### src/rtl/fp16_pkg.sv
// Shared types for the FP16 accumulation datapath: the operand type, the
// positive-zero constant the accumulator starts from, and the sequencer states.
package fp16_pkg;

  typedef logic [15:0] fp16_t;

  localparam fp16_t FP16_POS_ZERO = 16'h0000;

  typedef enum logic [1:0] {
    IDLE,
    FETCH,
    WAIT,
    DONE
  } acc_state_t;

endpackage

### src/rtl/fp16_accumulator.sv
// Sequencer that folds a stream of FP16 operands into an accumulator using an
// external multi-cycle adder16 (acc + x), one addition in flight at a time.
module fp16_accumulator
  import fp16_pkg::*;
#(
  parameter int CNT_W   = 8,
  parameter int TIMEOUT = 64
) (
  input  logic             clk,
  input  logic             rst,
  input  logic             start,
  input  logic [CNT_W-1:0] len,
  input  logic             in_valid,
  input  logic [15:0]      in_data,
  output logic             in_ready,
  output logic             add_en,
  output logic [15:0]      add_a,
  output logic [15:0]      add_b,
  input  logic [15:0]      add_z,
  input  logic             add_output_ready,
  output logic [15:0]      sum,
  output logic             done,
  output logic             busy,
  output logic             timeout_err
);

  localparam int WAIT_W = $clog2(TIMEOUT) + 1;
  localparam logic [WAIT_W-1:0] WAIT_LAST = WAIT_W'(TIMEOUT - 1);

  acc_state_t        state;
  fp16_t             acc;
  logic [CNT_W-1:0]  len_q;
  logic [CNT_W-1:0]  cnt;
  logic [CNT_W-1:0]  cnt_inc;
  logic [WAIT_W-1:0] wait_cnt;

  assign cnt_inc = cnt + 1'b1;
  assign sum     = acc;

  // NOTE: every register here uses non-blocking assignment so all of them
  // update together from pre-edge values; blocking '=' would let later
  // statements see half-updated state.
  always_ff @(posedge clk or posedge rst) begin
    if (rst) begin
      state       <= IDLE;
      acc         <= FP16_POS_ZERO;
      len_q       <= '0;
      cnt         <= '0;
      wait_cnt    <= '0;
      add_a       <= FP16_POS_ZERO;
      add_b       <= FP16_POS_ZERO;
      in_ready    <= 1'b0;
      add_en      <= 1'b0;
      done        <= 1'b0;
      busy        <= 1'b0;
      timeout_err <= 1'b0;
    end else begin
      done <= 1'b0;
      case (state)
        IDLE: begin
          // busy is still high during the done pulse, so a start there is dropped
          busy <= 1'b0;
          if (start && !busy) begin
            acc         <= FP16_POS_ZERO;
            cnt         <= '0;
            timeout_err <= 1'b0;
            busy        <= 1'b1;
            if (len != '0) begin
              len_q    <= len;
              in_ready <= 1'b1;
              state    <= FETCH;
            end else begin
              state <= DONE;
            end
          end
        end

        FETCH: begin
          if (in_valid && in_ready) begin
            add_a    <= acc;
            add_b    <= in_data;
            wait_cnt <= '0;
            in_ready <= 1'b0;
            add_en   <= 1'b1;
            state    <= WAIT;
          end
        end

        WAIT: begin
          wait_cnt <= wait_cnt + 1'b1;
          // A ready seen in the first WAIT cycle may be left over from the
          // previous addition, so only trust it from the second cycle on.
          if (wait_cnt != '0 && add_output_ready) begin
            acc    <= add_z;
            cnt    <= cnt_inc;
            add_en <= 1'b0;
            if (cnt_inc == len_q) begin
              state <= DONE;
            end else begin
              in_ready <= 1'b1;
              state    <= FETCH;
            end
          end else if (wait_cnt == WAIT_LAST) begin
            timeout_err <= 1'b1;
            add_en      <= 1'b0;
            state       <= DONE;
          end
        end

        DONE: begin
          done  <= 1'b1;
          state <= IDLE;
        end

        default: state <= IDLE;
      endcase
    end
  end

endmodule
### config.mk
export PLATFORM = sky130hd
export DESIGN_NAME = fp16_accumulator
export DESIGN_NICKNAME = d
export VERILOG_FILES = /design/src/rtl/fp16_pkg.sv /design/src/rtl/fp16_accumulator.sv
export SDC_FILE = /design/constraint.sdc
export NUM_CORES = 1
export LEC_CHECK = 0
export BUFFER_PORTS_ARGS = -buffer_cell sky130_fd_sc_hd__buf_2
export CORE_ASPECT_RATIO = 1.5
export CORE_MARGIN = 1
export CORE_UTILIZATION = 46
export DETAILED_ROUTE_END_ITERATION = 10
export GPL_ROUTABILITY_DRIVEN = 0
export GPL_TIMING_DRIVEN = 0
export PLACE_DENSITY_LB_ADDON = 0.05
export REMOVE_ABC_BUFFERS = 1
export SYNTH_ARGS = -nofsm -noshare
export SYNTH_HDL_FRONTEND = slang
export SYNTH_SLANG_ARGS = --single-unit
### constraint.sdc
create_clock -name clk -period 2.29 [get_ports clk]
set_input_delay 0.229 -clock clk [delete_from_list [all_inputs] [get_ports clk]]
set_output_delay 0.229 -clock clk [all_outputs]
set_load 0.01 [all_outputs]
==> results of run 1 <==
-- what timing repair did --
action,CTS,global route
hold buffers,1,0
setup buffers,3,0
gates resized for setup,1,0
endpoints found under the setup margin,22,0
hold endpoints to repair,32,0
-- logic make-up (layout without fill, tap and decap cells) --
| kind of cell | count (synthesis) | in the layout |
|---|---|---|
| buffers and inverters | 26 | 130 |
| multiplexers | 39 | 39 |
| adder cells (fa/ha/maj) | 3 | 3 |
| XOR/XNOR | 12 | 12 |
| AO/OA/AOI/OAI | 62 | 62 |
| flip-flops | 78 | 78 |
| AND/OR/NAND/NOR | 91 | 92 |
-- where the power goes --
group          total, uW  internal (uW)  switching [uW]
sequential          2270           1920             349
combinational       2030            987            1050
clock               1420            902             522
-- cells in the final DEF (no fill, tap or decap), types with 2 or more instances in the layout --
cell type,synthesis,final
nand2b_1,2,2
and3_1,2,2
buf_8,1,3
o31ai_1,4,4
or4_1,2,2
or3_1,2,2
xnor2_1,8,8
mux2_2,39,39
o211ai_1,5,5
xor2_1,4,4
nor2_1,9,9
inv_1,9,8
o21ai_2,16,16
clkbuf_8,0,2
ha_1,3,3
dfrtp_1,78,78
o21ai_0,25,25
buf_2,2,97
buf_4,1,2
nand3_1,14,14
clkbuf_16,0,9
and2_4,1,2
clkbuf_1,7,2
nand2_1,46,46
a21oi_1,2,2
o41ai_1,2,2
-- state kept, by name (all words and copies together), names as in the netlist --
name         flops
in_ready         1
timeout_err      1
add_a           16
done             1
sum             16
len_q            8
busy             1
state            2
add_b           16
add_en           1
cnt              8
wait_cnt         7
-- worst max-delay path by stage --
stage / from / end / slack [ns] / cells after the start
global route: wait_cnt[0] / cnt[7] / 0.02 / 7
CTS: wait_cnt[0] / cnt[6] / 0.14 / 8
detailed placement: wait_cnt[0] / cnt[5] / -0.27 / 7
global placement: state[1] / cnt[5] / -1.13 / 5
floorplan: state[1] / cnt[5] / -0.10 / 5
finish: wait_cnt[0] / cnt[6] / 0.16 / 8
-- final cells by class --
class                   count  area [um2]  area share [%]
inverters                   9        36.3           0.807
well taps                 102         128            2.84
clock buffers              13         260            5.79
clock inverters             3        42.5           0.946
repair buffers            105         603            13.4
flip-flops and latches     78        1950            43.4
multi-input cells         208        1480            32.8
-- layer usage --
| layer | vias to the layer above | part of all wire (%) |
|---|---|---|
| met2 | 73 | 53 |
| met3 | 11 | 3.9 |
| li1 | 1296 | - |
| met5 | - | 0 |
| met4 | 0 | 2.2 |
| met1 | 1281 | 41 |
-- per-stage QoR --
step / hold slack (ns) / TNS (ns) / worst slack, ns
6_report: 0.125 / 0 / 0.157
3_3_place_gp: 0.462 / -131.95 / -1.13
2_1_floorplan: 0.367 / -3.25 / -0.100
4_1_cts: 0.116 / 0 / 0.135
3_5_place_dp: 0.275 / -4.19 / -0.268
5_1_grt: 0.123 / 0 / 0.0156
-- Yosys cell counts, drive strengths merged, types with 2 or more instances --
| master | count | share of area, % |
|---|---|---|
| a21oi | 2 | 0.28 |
| and3 | 2 | 0.35 |
| buf | 9 | 2.6 |
| clkbuf | 8 | 0.88 |
| dfrtp | 78 | 55 |
| ha | 3 | 1.1 |
| inv | 9 | 0.95 |
| mux2 | 39 | 12 |
| nand2 | 46 | 4.8 |
| nand2b | 2 | 0.35 |
| nand3 | 15 | 2.2 |
| nor2 | 10 | 1.1 |
| nor2b | 2 | 0.35 |
| o211ai | 6 | 1.6 |
| o21ai | 41 | 7.4 |
| o31ai | 4 | 0.84 |
| o41ai | 2 | 0.49 |
| or3 | 2 | 0.35 |
| or4 | 2 | 0.42 |
| or4b | 2 | 0.67 |
| xnor2 | 8 | 2.0 |
| xor2 | 4 | 0.98 |
==> results.txt, run 1 <==
Clk buf depth -> 2
Total CTS buffers -> 9
Synth Area in XOR/XNOR -> 2.94%
CP Class -> register to register
1st-iter DRT viols -> 107
Crit path buffers/inverters -> 2
Grt total ovfl -> 0
Row cnt -> 39
Number of enable flip-flop cells after synthesis -> 0
Final min period -> 2.13 ns
Status -> complete, no violations
Initial antenna violation count -> 0
Met2 usage -> 33.1%
Post-Synth Simple-Gate Area -> 12.4%
I/O pin count -> 98
Die area -> 0.00813 mm2
Slew Viols, Final -> 0
CP required -> 2.50 ns
Synth Area in Compound Gates -> 12.3%
Worst hold path type -> input pin to register
Commonest register cell after synthesis -> dfrtp_1
DRC -> 0
Hold Violations, Final -> 0
Post-Synth Adder-Cell Area -> 1.05%
Largest net degree at the start of global routing -> 47
# setup viols final -> 0
Leakage -> 0.00221 uW
DIE HEIGHT -> 110 um
Synth cell types -> 48
First-pass GRT wire length -> 11600 um
Max rail drop VDD -> 0.676 mV
Startpoint Class -> register
Worst-path cell chain -> inv_1 -> ha_1 -> or4b_4 -> o211ai_4 -> buf_12 -> and2b_1 -> o21ai_0 -> o31ai_1
Via count -> 2661
GRT Overall Usage -> 19.3%
Fin crit share -> 93.2%
R2R Setup Slk -> 0.16 ns
Synth Register Bits -> 78
Worst R2R Start -> wait_cnt[0]
Number of diodes -> 0
WP data arrival -> 2.34 ns
Die Width -> 74.0 um
Pwr Total -> 5720 uW
R2r endpoint -> cnt[6]
Placed Cells -> 497
CTS root buf -> clkbuf_16
Layout cells sized above 1 -> 44.2%
FFs w/ async S/R, synth -> 100%
Max Clock Freq -> 469 MHz
Min-delay src -> in_data[0]
Via density -> 5.14
Clock slew seen by the registers of the worst setup and hold paths -> 0.06 ns
DR WL/cell -> 13.8 um
PD cells -> 1270 mW/mm2
Largest family of logic cells by synthesized area -> simple AND/OR/NAND/NOR gates
Cell count of the worst hold path -> 2
CTS tree -> done
Max Fanout on Critical Path -> 7
Routed Antenna Nets -> 0
Number of global-route vias before repair -> 2512
Nets -> 459
Syn avg cell area -> 11.5 um2
H-tree depth -> 3
Non-filler cells, final -> 518
Syn Inst Count -> 311
R2R depth -> 8
Met1 Resource Use GR -> 21.9%
Met3 Use GR -> 3.94%
Detailed Route WL -> 7170 um
Total of warnings raised by yosys -> 0
Busiest grt layer -> met2
Hold worst-path end -> add_b[0]
Synth Cell Area -> 0.00357 mm2
Rel. slew slack -> 67.9%
Synth-to-layout area growth -> 25.9%
Port Buffers -> 97
# clock sinks -> 78
Setup crit end kind -> register
Detail Placement HPWL -> 4970 um
Slowest stage delay, CP -> 0.50 ns
Fillcell total -> 678
Initial core utilization -> 47.2%
Core area -> 0.00756 mm2
Drt pass-1 iters -> 4
Post-Place Cell Area -> 0.00414 mm2
Worst path slowest cell -> or4b_4
Multiplexer area fraction after synthesis -> 12.3%
RSZ-0062 raised after global routing -> false
Final core utilization -> 59.5%
Post-synthesis sequential area ratio -> 54.6%
CP top delay family -> simple AND/OR/NAND/NOR gates
Worst Max-Slew Pin Slew -> 0.479 ns
Final Cell Area -> 0.00450 mm2
Final Skew -> 0.00555 ns
Clock Latency Late Sink -> 0.33 ns
Max-Cap Viols -> 0
Note: power is estimated with default switching activity, not from simulation.
==> run 2, diff against run 1 <==
--- a/config.mk
+++ b/config.mk
@@ -6,14 +6,16 @@
 export NUM_CORES = 1
 export LEC_CHECK = 0
 export BUFFER_PORTS_ARGS = -buffer_cell sky130_fd_sc_hd__buf_2
+export CAP_MARGIN = 20
 export CORE_ASPECT_RATIO = 1.5
 export CORE_MARGIN = 1
-export CORE_UTILIZATION = 46
+export CORE_UTILIZATION = 47
 export DETAILED_ROUTE_END_ITERATION = 10
 export GPL_ROUTABILITY_DRIVEN = 0
 export GPL_TIMING_DRIVEN = 0
 export PLACE_DENSITY_LB_ADDON = 0.05
 export REMOVE_ABC_BUFFERS = 1
+export SKIP_LAST_GASP = 1
 export SYNTH_ARGS = -nofsm -noshare
 export SYNTH_HDL_FRONTEND = slang
 export SYNTH_SLANG_ARGS = --single-unit
==> run 2 against run 1 <==
Against the previous run: worst hold slack worse by 0.019 ns; non-clock buffer count rose by 1; clock skew rose by 0.0026 ns; cell area shrank 2.7%; clock-buffer cell count fell by 2; final cell count fell by 0.77%; combinational power barely moved; sequential cell count unchanged; critical path depth shrank 2; sequential power about the same; clock power is 31% lower.
==> results.txt, run 2 (same netlist as run 1, synthesis figures left out) <==
Fillcell total -> 651
Final core utilization -> 60.1%
Detailed Route WL -> 7150 um
Clock Latency Late Sink -> 0.35 ns
Drt pass-1 iters -> 4
Post-Route Setup TNS -> 0 ns
Rel. slew slack -> 63.2%
Worst hold path type -> input pin to register
Initial antenna violation count -> 0
Layout cells sized above 1 -> 44.2%
Status -> complete, no violations
Startpoint Class -> register
Clk buf depth -> 2
First-pass GRT wire length -> 11600 um
DR WL/cell -> 13.9 um
Final Skew -> 0.00811 ns
Nets -> 460
Via density -> 5.21
Clock slew seen by the registers of the worst setup and hold paths -> 0.08 ns
Fin crit share -> 91.0%
Die area -> 0.00796 mm2
Max rail drop VDD -> 0.635 mV
Pre-CTS WS -> -0.242 ns
Slowest stage delay, CP -> 0.53 ns
Core area -> 0.00727 mm2
I/O pin count -> 98
Max Clock Freq -> 480 MHz
Setup crit end kind -> register
Worst-path cell chain -> ha_1 -> xor2_1 -> o2111ai_1 -> o21ai_0 -> nor4_1 -> a41oi_1
Initial core utilization -> 49.1%
Worst Max-Slew Pin Slew -> 0.548 ns
Hold Violations, Final -> 0
CP required -> 2.50 ns
Synth-to-layout area growth -> 22.5%
1st-iter DRT viols -> 116
Via count -> 2676
Max-Cap Viols -> 0
PD cells -> 1210 mW/mm2
Slew Viols, Final -> 0
Grt total ovfl -> 0
# setup viols final -> 0
Number of global-route vias before repair -> 2461
Row cnt -> 38
Footprint of the multi-input gates -> 0.00148 mm2
Commonest non-fill, non-tap cell in the layout -> buf_2
# clock sinks -> 78
Pwr Total -> 5300 uW
Worst path slowest cell -> nor4_1
CP Class -> register to register
Max Fanout on Critical Path -> 7
WP data arrival -> 2.29 ns
RSZ-0062 raised after global routing -> false
Leakage -> 0.00216 uW
DIE HEIGHT -> 109 um
Detail Placement HPWL -> 4990 um
Slack of the critical path -> 0.206 ns
H-tree depth -> 3
GRT Overall Usage -> 19.7%
Most frequent cells in the layout -> buf_2 (97), dfrtp_1 (78), nand2_1 (46)
CTS tree -> done
Final min period -> 2.08 ns
Total CTS buffers -> 9
DRC -> 0
Reg area -> 0.00195 mm2
CTS root buf -> clkbuf_8
Largest net degree at the start of global routing -> 62
Number of diodes -> 0
Port Buffers -> 97
Die Width -> 73.2 um
Routed Antenna Nets -> 0
[run 2: worst paths after layout]
check	cells after the start	slack, ns	startpoint	endpoint
max	6	0.21	cnt[0]	in_ready
min	2	0.11	in_data[3]	add_b[3]
max reg2reg	6	0.21	cnt[0]	in_ready
min reg2reg	2	0.50	sum[8]	sum[8]
max in group asynchronous	4	1.35	rst	cnt[0]
min in group asynchronous	3	0.36	rst	add_b[7]
[run 2: power by group]
group | internal (uW) | switching [uW] | total, uW
logic | 997 | 1050 | 2050
registers | 1910 | 350 | 2260
clock network | 514 | 471 | 985
total | 3430 | 1870 | 5300
[run 2: metal layers]
metal	track usage (%)	up-vias	share of wire (%)
met5	0	-	0
met4	11.2	0	2.4
met3	4.44	15	5.0
met2	32.9	77	50
met1	22.9	1286	43
li1	-	1298	-
[run 2: cell type report]
class | instances | area share, %
multi-input cells | 208 | 33.7
clock buffers | 11 | 3.23
well taps | 100 | 2.86
clock inverters | 2 | 0.801
flip-flops and latches | 78 | 44.6
inverters | 9 | 0.829
repair buffers | 106 | 14.0
[run 2: worst max-delay path, delay by kind of cell, from the launching register on]
| family | cells | cell delay (ns) |
|---|---|---|
| xor gates and xnor gates | 1 | 0.19 |
| DFF | 1 | 0.45 |
| and+or+nand+nor | 1 | 0.53 |
| adders and majority gates | 1 | 0.31 |
| AOI/OAI and AO/OA | 3 | 0.47 |
[run 2: what timing repair did]
item,CTS,global route
resized for setup,1,0
endpoints found under the hold margin,17,0
hold buffers,1,0
setup buffers,4,0
endpoints found under the setup margin,35,0
[run 2: stage by stage]
step                      hold WS [ns]  cells  area [um2]
after floorplan                  0.367    294        3450
after CTS                       0.0918    514        4380
after global routing            0.0875    514        4380
final                            0.105    514        4380
after global placement           0.463    491        4060
after detailed placement         0.187    495        4150
